==> src/rtl/mips_pipe_pkg.sv <==
`default_nettype none
//==============================================================================
// mips_pipe_pkg -- shared pipeline types and constants.            Rev 1.0
//==============================================================================
package mips_pipe_pkg;

  localparam int unsigned ADDR_W_DEF  = 32;
  localparam int unsigned INSTR_W_DEF = 32;
  localparam logic [31:0] NOP_INSTR   = 32'h0000_0000;

  typedef enum logic [1:0] {
    S_REQ  = 2'd0,
    S_WAIT = 2'd1,
    S_HOLD = 2'd2,
    S_DROP = 2'd3
  } fetch_state_t;

endpackage
`default_nettype wire

==> src/rtl/if_fetch_stage_if.sv <==
`default_nettype none
//==============================================================================
// if_fetch_stage_if -- imem request/response channel of the fetch stage. Rev 1.0
//==============================================================================
interface if_fetch_stage_if
  import mips_pipe_pkg::*;
#(
  parameter int ADDR_W  = ADDR_W_DEF,
  parameter int INSTR_W = INSTR_W_DEF
);

  logic               imem_req_valid;
  logic [ADDR_W-1:0]  imem_req_addr;
  logic               imem_req_ready;
  logic               imem_resp_valid;
  logic [INSTR_W-1:0] imem_resp_data;

  modport master (
    output imem_req_valid, imem_req_addr,
    input  imem_req_ready, imem_resp_valid, imem_resp_data
  );

  modport slave (
    input  imem_req_valid, imem_req_addr,
    output imem_req_ready, imem_resp_valid, imem_resp_data
  );

endinterface
`default_nettype wire

==> src/rtl/if_id_reg.sv <==
`default_nettype none
//==============================================================================
// if_id_reg -- IF/ID pipeline register, priority flush > hold > load > bubble. Rev 1.0
//==============================================================================
module if_id_reg
  import mips_pipe_pkg::*;
#(
  parameter int                 ADDR_W  = ADDR_W_DEF,
  parameter int                 INSTR_W = INSTR_W_DEF,
  parameter logic [INSTR_W-1:0] NOP     = INSTR_W'(NOP_INSTR)
) (
  input  logic               clk,
  input  logic               reset,
  input  logic               flush_i,
  input  logic               stall_i,
  input  logic               load_i,
  input  logic [INSTR_W-1:0] instr_i,
  input  logic [ADDR_W-1:0]  npc_i,
  output logic [INSTR_W-1:0] instr_o,
  output logic [ADDR_W-1:0]  npc_o,
  output logic               valid_o
);

  logic [INSTR_W-1:0] instr_q;
  logic [ADDR_W-1:0]  npc_q;
  logic               valid_q;

  // NPC is only rewritten by a real load; flushes and bubbles leave it alone.
  always_ff @(posedge clk or negedge reset) begin
    if (!reset) begin
      instr_q <= NOP;
      npc_q   <= '0;
      valid_q <= 1'b0;
    end else if (flush_i) begin
      instr_q <= NOP;
      valid_q <= 1'b0;
    end else if (!stall_i) begin
      if (load_i) begin
        instr_q <= instr_i;
        npc_q   <= npc_i;
        valid_q <= 1'b1;
      end else begin
        instr_q <= NOP;
        valid_q <= 1'b0;
      end
    end
  end

  assign instr_o = instr_q;
  assign npc_o   = npc_q;
  assign valid_o = valid_q;

endmodule
`default_nettype wire

==> src/rtl/if_fetch_stage.sv <==
`default_nettype none
//==============================================================================
// if_fetch_stage -- one-outstanding imem fetch FSM with hold buffer and redirect drop. Rev 1.0
//==============================================================================
module if_fetch_stage
  import mips_pipe_pkg::*;
#(
  parameter int                 ADDR_W  = ADDR_W_DEF,
  parameter int                 INSTR_W = INSTR_W_DEF,
  parameter logic [INSTR_W-1:0] NOP     = INSTR_W'(NOP_INSTR)
) (
  input  logic               clk,
  input  logic               reset,
  input  logic [ADDR_W-1:0]  PC,
  input  logic               datastall,
  input  logic               controlstall,
  input  logic               branch_enable,
  input  logic               jump_enable,
  if_fetch_stage_if.master   imem,
  output logic [ADDR_W-1:0]  NPC_increment_4,
  output logic               pc_advance_n,
  output logic [INSTR_W-1:0] IF_ID_instr,
  output logic [ADDR_W-1:0]  IF_ID_NPC,
  output logic               IF_ID_valid
);

  fetch_state_t       state_q;
  logic [ADDR_W-1:0]  req_pc_q;
  logic [INSTR_W-1:0] hold_q;
  logic               stale_ok_q;

  logic               stall;
  logic               flush;
  logic               req_fire;
  logic               from_hold;
  logic               load;
  logic [INSTR_W-1:0] load_instr;
  logic [ADDR_W-1:0]  load_npc;

  assign stall     = ~(datastall & controlstall);
  assign flush     = branch_enable | jump_enable;
  assign from_hold = (state_q == S_HOLD);
  assign req_fire  = imem.imem_req_valid & imem.imem_req_ready;

  assign imem.imem_req_valid = reset & (state_q == S_REQ);
  assign imem.imem_req_addr  = PC;

  // PC advances on the same edge that IF/ID captures, so the next request sees PC+4.
  assign load = ~flush & ~stall &
                (((state_q == S_WAIT) & imem.imem_resp_valid) | from_hold);
  assign pc_advance_n    = load;
  assign load_instr      = from_hold ? hold_q : imem.imem_resp_data;
  assign load_npc        = req_pc_q + ADDR_W'(4);
  assign NPC_increment_4 = PC + ADDR_W'(4);

  always_ff @(posedge clk or negedge reset) begin
    if (!reset) begin
      state_q    <= S_REQ;
      req_pc_q   <= '0;
      hold_q     <= NOP;
      stale_ok_q <= 1'b1;
    end else begin
      case (state_q)
        S_REQ: begin
          if (req_fire) begin
            req_pc_q   <= PC;
            stale_ok_q <= 1'b0;
            state_q    <= flush ? S_DROP : S_WAIT;
          end
        end
        S_WAIT: begin
          if (imem.imem_resp_valid) begin
            if (flush) begin
              state_q <= S_REQ;
            end else if (stall) begin
              hold_q  <= imem.imem_resp_data;
              state_q <= S_HOLD;
            end else begin
              state_q <= S_REQ;
            end
          end else if (flush) begin
            state_q <= S_DROP;
          end
        end
        S_HOLD: begin
          if (flush || !stall) state_q <= S_REQ;
        end
        S_DROP: begin
          if (imem.imem_resp_valid) state_q <= S_REQ;
        end
        default: state_q <= S_REQ;
      endcase
    end
  end

  // A response left over from before a reset may land before the first new request.
  a_resp_solicited: assert property (@(posedge clk) disable iff (!reset)
    imem.imem_resp_valid |-> (state_q == S_WAIT || state_q == S_DROP || stale_ok_q));

  if_id_reg #(
    .ADDR_W  (ADDR_W),
    .INSTR_W (INSTR_W),
    .NOP     (NOP)
  ) u_if_id (
    .clk     (clk),
    .reset   (reset),
    .flush_i (flush),
    .stall_i (stall),
    .load_i  (load),
    .instr_i (load_instr),
    .npc_i   (load_npc),
    .instr_o (IF_ID_instr),
    .npc_o   (IF_ID_NPC),
    .valid_o (IF_ID_valid)
  );

endmodule
`default_nettype wire

==> src/flat_wrapper.sv <==
// flat-port wrapper written by rule: the top's interface ports become plain ports
module if_fetch_stage_flat import mips_pipe_pkg::*;
#(
  parameter int                 ADDR_W  = ADDR_W_DEF,
  parameter int                 INSTR_W = INSTR_W_DEF,
  parameter logic [INSTR_W-1:0] NOP     = INSTR_W'(NOP_INSTR)
)
  (clk, reset, PC, datastall, controlstall, branch_enable, jump_enable, NPC_increment_4, pc_advance_n, IF_ID_instr, IF_ID_NPC, IF_ID_valid, imem_imem_req_valid, imem_imem_req_addr, imem_imem_req_ready, imem_imem_resp_valid, imem_imem_resp_data);
  if_fetch_stage_if #(.ADDR_W(ADDR_W), .INSTR_W(INSTR_W)) imem_i ();
  input  logic clk;
  input  logic reset;
  input  logic [ADDR_W-1:0] PC;
  input  logic datastall;
  input  logic controlstall;
  input  logic branch_enable;
  input  logic jump_enable;
  output logic [ADDR_W-1:0] NPC_increment_4;
  output logic pc_advance_n;
  output logic [INSTR_W-1:0] IF_ID_instr;
  output logic [ADDR_W-1:0] IF_ID_NPC;
  output logic IF_ID_valid;
  output wire logic [$bits(imem_i.imem_req_valid)-1:0] imem_imem_req_valid;
  output wire logic [$bits(imem_i.imem_req_addr)-1:0] imem_imem_req_addr;
  input wire logic [$bits(imem_i.imem_req_ready)-1:0] imem_imem_req_ready;
  input wire logic [$bits(imem_i.imem_resp_valid)-1:0] imem_imem_resp_valid;
  input wire logic [$bits(imem_i.imem_resp_data)-1:0] imem_imem_resp_data;
  assign imem_imem_req_valid = imem_i.imem_req_valid;
  assign imem_imem_req_addr = imem_i.imem_req_addr;
  assign imem_i.imem_req_ready = imem_imem_req_ready;
  assign imem_i.imem_resp_valid = imem_imem_resp_valid;
  assign imem_i.imem_resp_data = imem_imem_resp_data;
  if_fetch_stage #(.ADDR_W(ADDR_W), .INSTR_W(INSTR_W), .NOP(NOP)) u_core (.clk(clk), .reset(reset), .PC(PC), .datastall(datastall), .controlstall(controlstall), .branch_enable(branch_enable), .jump_enable(jump_enable), .imem(imem_i), .NPC_increment_4(NPC_increment_4), .pc_advance_n(pc_advance_n), .IF_ID_instr(IF_ID_instr), .IF_ID_NPC(IF_ID_NPC), .IF_ID_valid(IF_ID_valid));
endmodule
==> config.mk <==
export PLATFORM = sky130hd
export DESIGN_NAME = if_fetch_stage_flat
export DESIGN_NICKNAME = d
export VERILOG_FILES = /design/src/rtl/mips_pipe_pkg.sv /design/src/rtl/if_fetch_stage_if.sv /design/src/rtl/if_id_reg.sv /design/src/rtl/if_fetch_stage.sv /design/src/flat_wrapper.sv
export SDC_FILE = /design/constraint.sdc
export NUM_CORES = 1
export LEC_CHECK = 0
export CAP_MARGIN = 5
export CORE_MARGIN = 5
export CORE_UTILIZATION = 32
export CTS_CLUSTER_DIAMETER = 30
export DETAILED_ROUTE_END_ITERATION = 16
export PLACE_DENSITY = 0.63
export SKIP_CTS_REPAIR_TIMING = 1
export SYNTH_ARGS = -nofsm -noshare
export SYNTH_HDL_FRONTEND = slang
export SYNTH_SLANG_ARGS = --single-unit
==> constraint.sdc <==
create_clock -name clk -period 1.8 [get_ports clk]
set_clock_uncertainty 0.15 [all_clocks]
set_input_delay 0.36 -clock clk [delete_from_list [all_inputs] [get_ports clk]]
set_output_delay 0.36 -clock clk [all_outputs]
set_load 0.01 [all_outputs]
==> flow_summary.toml <==
[grt]
gr-total-overflow = 0
track_usage = 0.147
grt_max_degree = 132
grt_pass1_wl_um = 28100
grt_pass1_vias = 5325
antenna_found_initial = 0

[worst_setup_path]
arrival_ns = 1.71
worst-path-buf-inv = 3
crit_type = "in -> out"
reg2reg_slack_ns = 0.01
path_cells = "buf_8, ha_4, nand4_1, nor3_4, buf_6, nand4_1, xnor2_2, buf_2"
reg2reg_from = "u_core.state_q[1]$_DFFE_PN0P_"
cpMaxStageDelayCell = "nor3_4"
required_ns = 1.29
cpPeakStageDelay_ns = 0.35
path_max_fanout = 4
cp-end-kind = "output pin"
cpLargestDelayFamily = "simple AND/OR/NAND/NOR gates"
worstSetupStartpoint = "PC[3]"
crit_top_cell = "nand4_1"
startpoint_type = "primary input"

[clocking]
clockBufferDepth = 2
clock_latency_ns = 0.41
cts_tree = "built"
cts-root-buf = "clkbuf_16"
numCtsBuffers = 17
htree_levels = 4
clk_pin_slew_ns = 0.06
cts.sink_count = 131

[power]
vdd_drop_max_mv = 0.579
power.switching_uw = 3540
swShare = 0.285
leakage_uw = 0.00587
sequentialPowerShare = 0.368
power_frac_comb = 0.301
p_clk_frac = 0.331
finalPower_uw = 12400
p_int_uw = 8860
p_per_area_mw_per_mm2 = 1150

[flow_run]
max-cap-violations = 0

[placement]
gp_congestion = 0.731
port_buffers = 202
dpl.hpwl_um = 12900
pre_cts_ws_ns = -1.22

[synth]
synth_cells = 595
synth_area_mm2 = 0.00665
synthDistinctLibCells = 40
avgSynthCellArea_um2 = 11.2
ys_warn_count = 0
ys_ff_latch = 131
synth_fp_nets = 669
ys_seq_area_frac = 0.493

[min_path]
hp-start = "PC[3]"
hp-class = "in -> reg"

[finish]
diodes = 0
syn2layout_area_growth_pct = 61.6
nNetsFinal = 932
register_area_mm2 = 0.00328
final_common_cell = "dfrtp_1"
mostFrequentLayoutCells = "dfrtp_1, dlymetal6s2s_1, nand2_1"
fillerInstances = 1790
drive_gt1_frac = 0.333
multi_input_area_mm2 = 0.00331

[timing]
period_needed_ns = 2.22
setup_viol = 26
fmax_ghz = 0.451
timing.hold.ws_ns = 0.142
timing.setup.tns_ns = -5.62
tightest_slew_ns = 0.680
min_period_over_period = 1.23
finalWorstSetupSlack_ns = -0.418
maxSlewViolCount = 0
hold_viol_final = 0
relSlewSlack = 0.547
rsz0062_at_grt = "true"

[floorplanning]
dieWidth_um = 154
rows = 52
die_area_mm2 = 0.0238
core_area_mm2 = 0.0204
die_height_um = 154
ioPinCount = 203
initial_utilization = 0.326

[routing]
via_per_inst = 4.62
vias = 5271
drtIter0Drc = 215
ant_nets = 0
wire_per_inst_um = 16.4
dr.pass1.iters = 5
drc_errors = 0
drt-total-wl_um = 18800

[status]
violations = "negative setup slack"
status = "complete, but fails checks"
[final cells by class]
| type | count | area share |
|---|---|---|
| clock buffers | 19 | 0.0422 |
| flip-flops and latches | 131 | 0.305 |
| multi-input cells | 399 | 0.309 |
| repair buffers | 302 | 0.286 |
| inverters | 7 | 0.00245 |
| clock inverters | 13 | 0.0236 |
| well taps | 270 | 0.0314 |
[worst min-delay path: cells and delay by family]
kind | cells | cell delay, ns
buffers and inverters | 2 | 0.18
multiplexers | 1 | 0.13
[path summary, 6_finish.rpt]
kind                       cells past startpoint                              endpoint
max in group asynchronous                      3       u_core.req_pc_q[13]$_DFFE_PN0P_
min in group asynchronous                      3   u_core.u_if_id.npc_o[0]$_DFFE_PN0P_
max reg2reg                                    5        u_core.req_pc_q[0]$_DFFE_PN0P_
min reg2reg                                    2  u_core.u_if_id.npc_o[17]$_DFFE_PN0P_
min                                            3        u_core.req_pc_q[3]$_DFFE_PN0P_
max                                            8                   NPC_increment_4[18]
[metal layers]
layer,GRT usage,part of all wire,vias up
met3,0.0520,0.068,23
met5,0,0,-
met4,0.0521,0.019,0
li1,-,-,2577
met1,0.184,0.44,2509
met2,0.237,0.47,162
[stage by stage]
stage                     cell area, um2  instances   util
after floorplan                     6740        595      -
final                              10700       1141  0.528
after detailed placement            9380       1088  0.460
after global routing               10700       1141  0.528
after CTS                          10100       1120  0.495
after global placement              9380       1088  0.460
[flip-flops by register name, indices dropped and copies added, names as in the netlist]
register	flops
u_core.req_pc_q	32
u_core.u_if_id.instr_o	32
u_core.u_if_id.valid_o	1
u_core.u_if_id.npc_o	32
u_core.state_q	2
u_core.hold_q	32
[cells in the mapped netlist, drive strengths merged]
cell     number  share of area
nor3b         1         0.0011
a2bb2oi       1         0.0013
nor2         15          0.010
and3          5         0.0055
nand3        21          0.017
dfrtp       131           0.49
xnor2        31          0.041
clkbuf        7         0.0041
mux2         66           0.11
ha            2         0.0038
and2          3         0.0028
xor2         25          0.033
inv           7         0.0040
o21ai        63          0.049
nor3         11          0.017
buf          51          0.056
a21oi         1        0.00075
o2111ai       1         0.0040
nand4        23          0.033
and4          6         0.0079
o221ai        1         0.0013
nor4          2         0.0041
nand2        86          0.049
mux2i        32          0.048
nand2b        2         0.0019
nor2b         1        0.00094
[power by group through the flow]
stage | Combinational [uW] | Sequential [uW] | Clock, uW
2_1_floorplan | 1650 | 4670 | 0
3_3_place_gp | 3490 | 4550 | 0
3_5_place_dp | 3540 | 4600 | 0
4_1_cts | 3550 | 4550 | 4180
5_1_grt | 4060 | 4700 | 4310
6_report | 3730 | 4560 | 4100
[cells by family after synthesis]
family                   count (synthesis)  synth area share
AND/OR/NAND/NOR                        176             0.149
flip-flops                             131             0.493
multiplexers                            98             0.160
AO/OA/AOI/OAI                           67            0.0559
buffers and inverters                   65            0.0642
XOR/XNOR                                56            0.0738
adder cells (fa/ha/maj)                  2           0.00376
No activity file was read; power rests on OpenSTA's default activity.
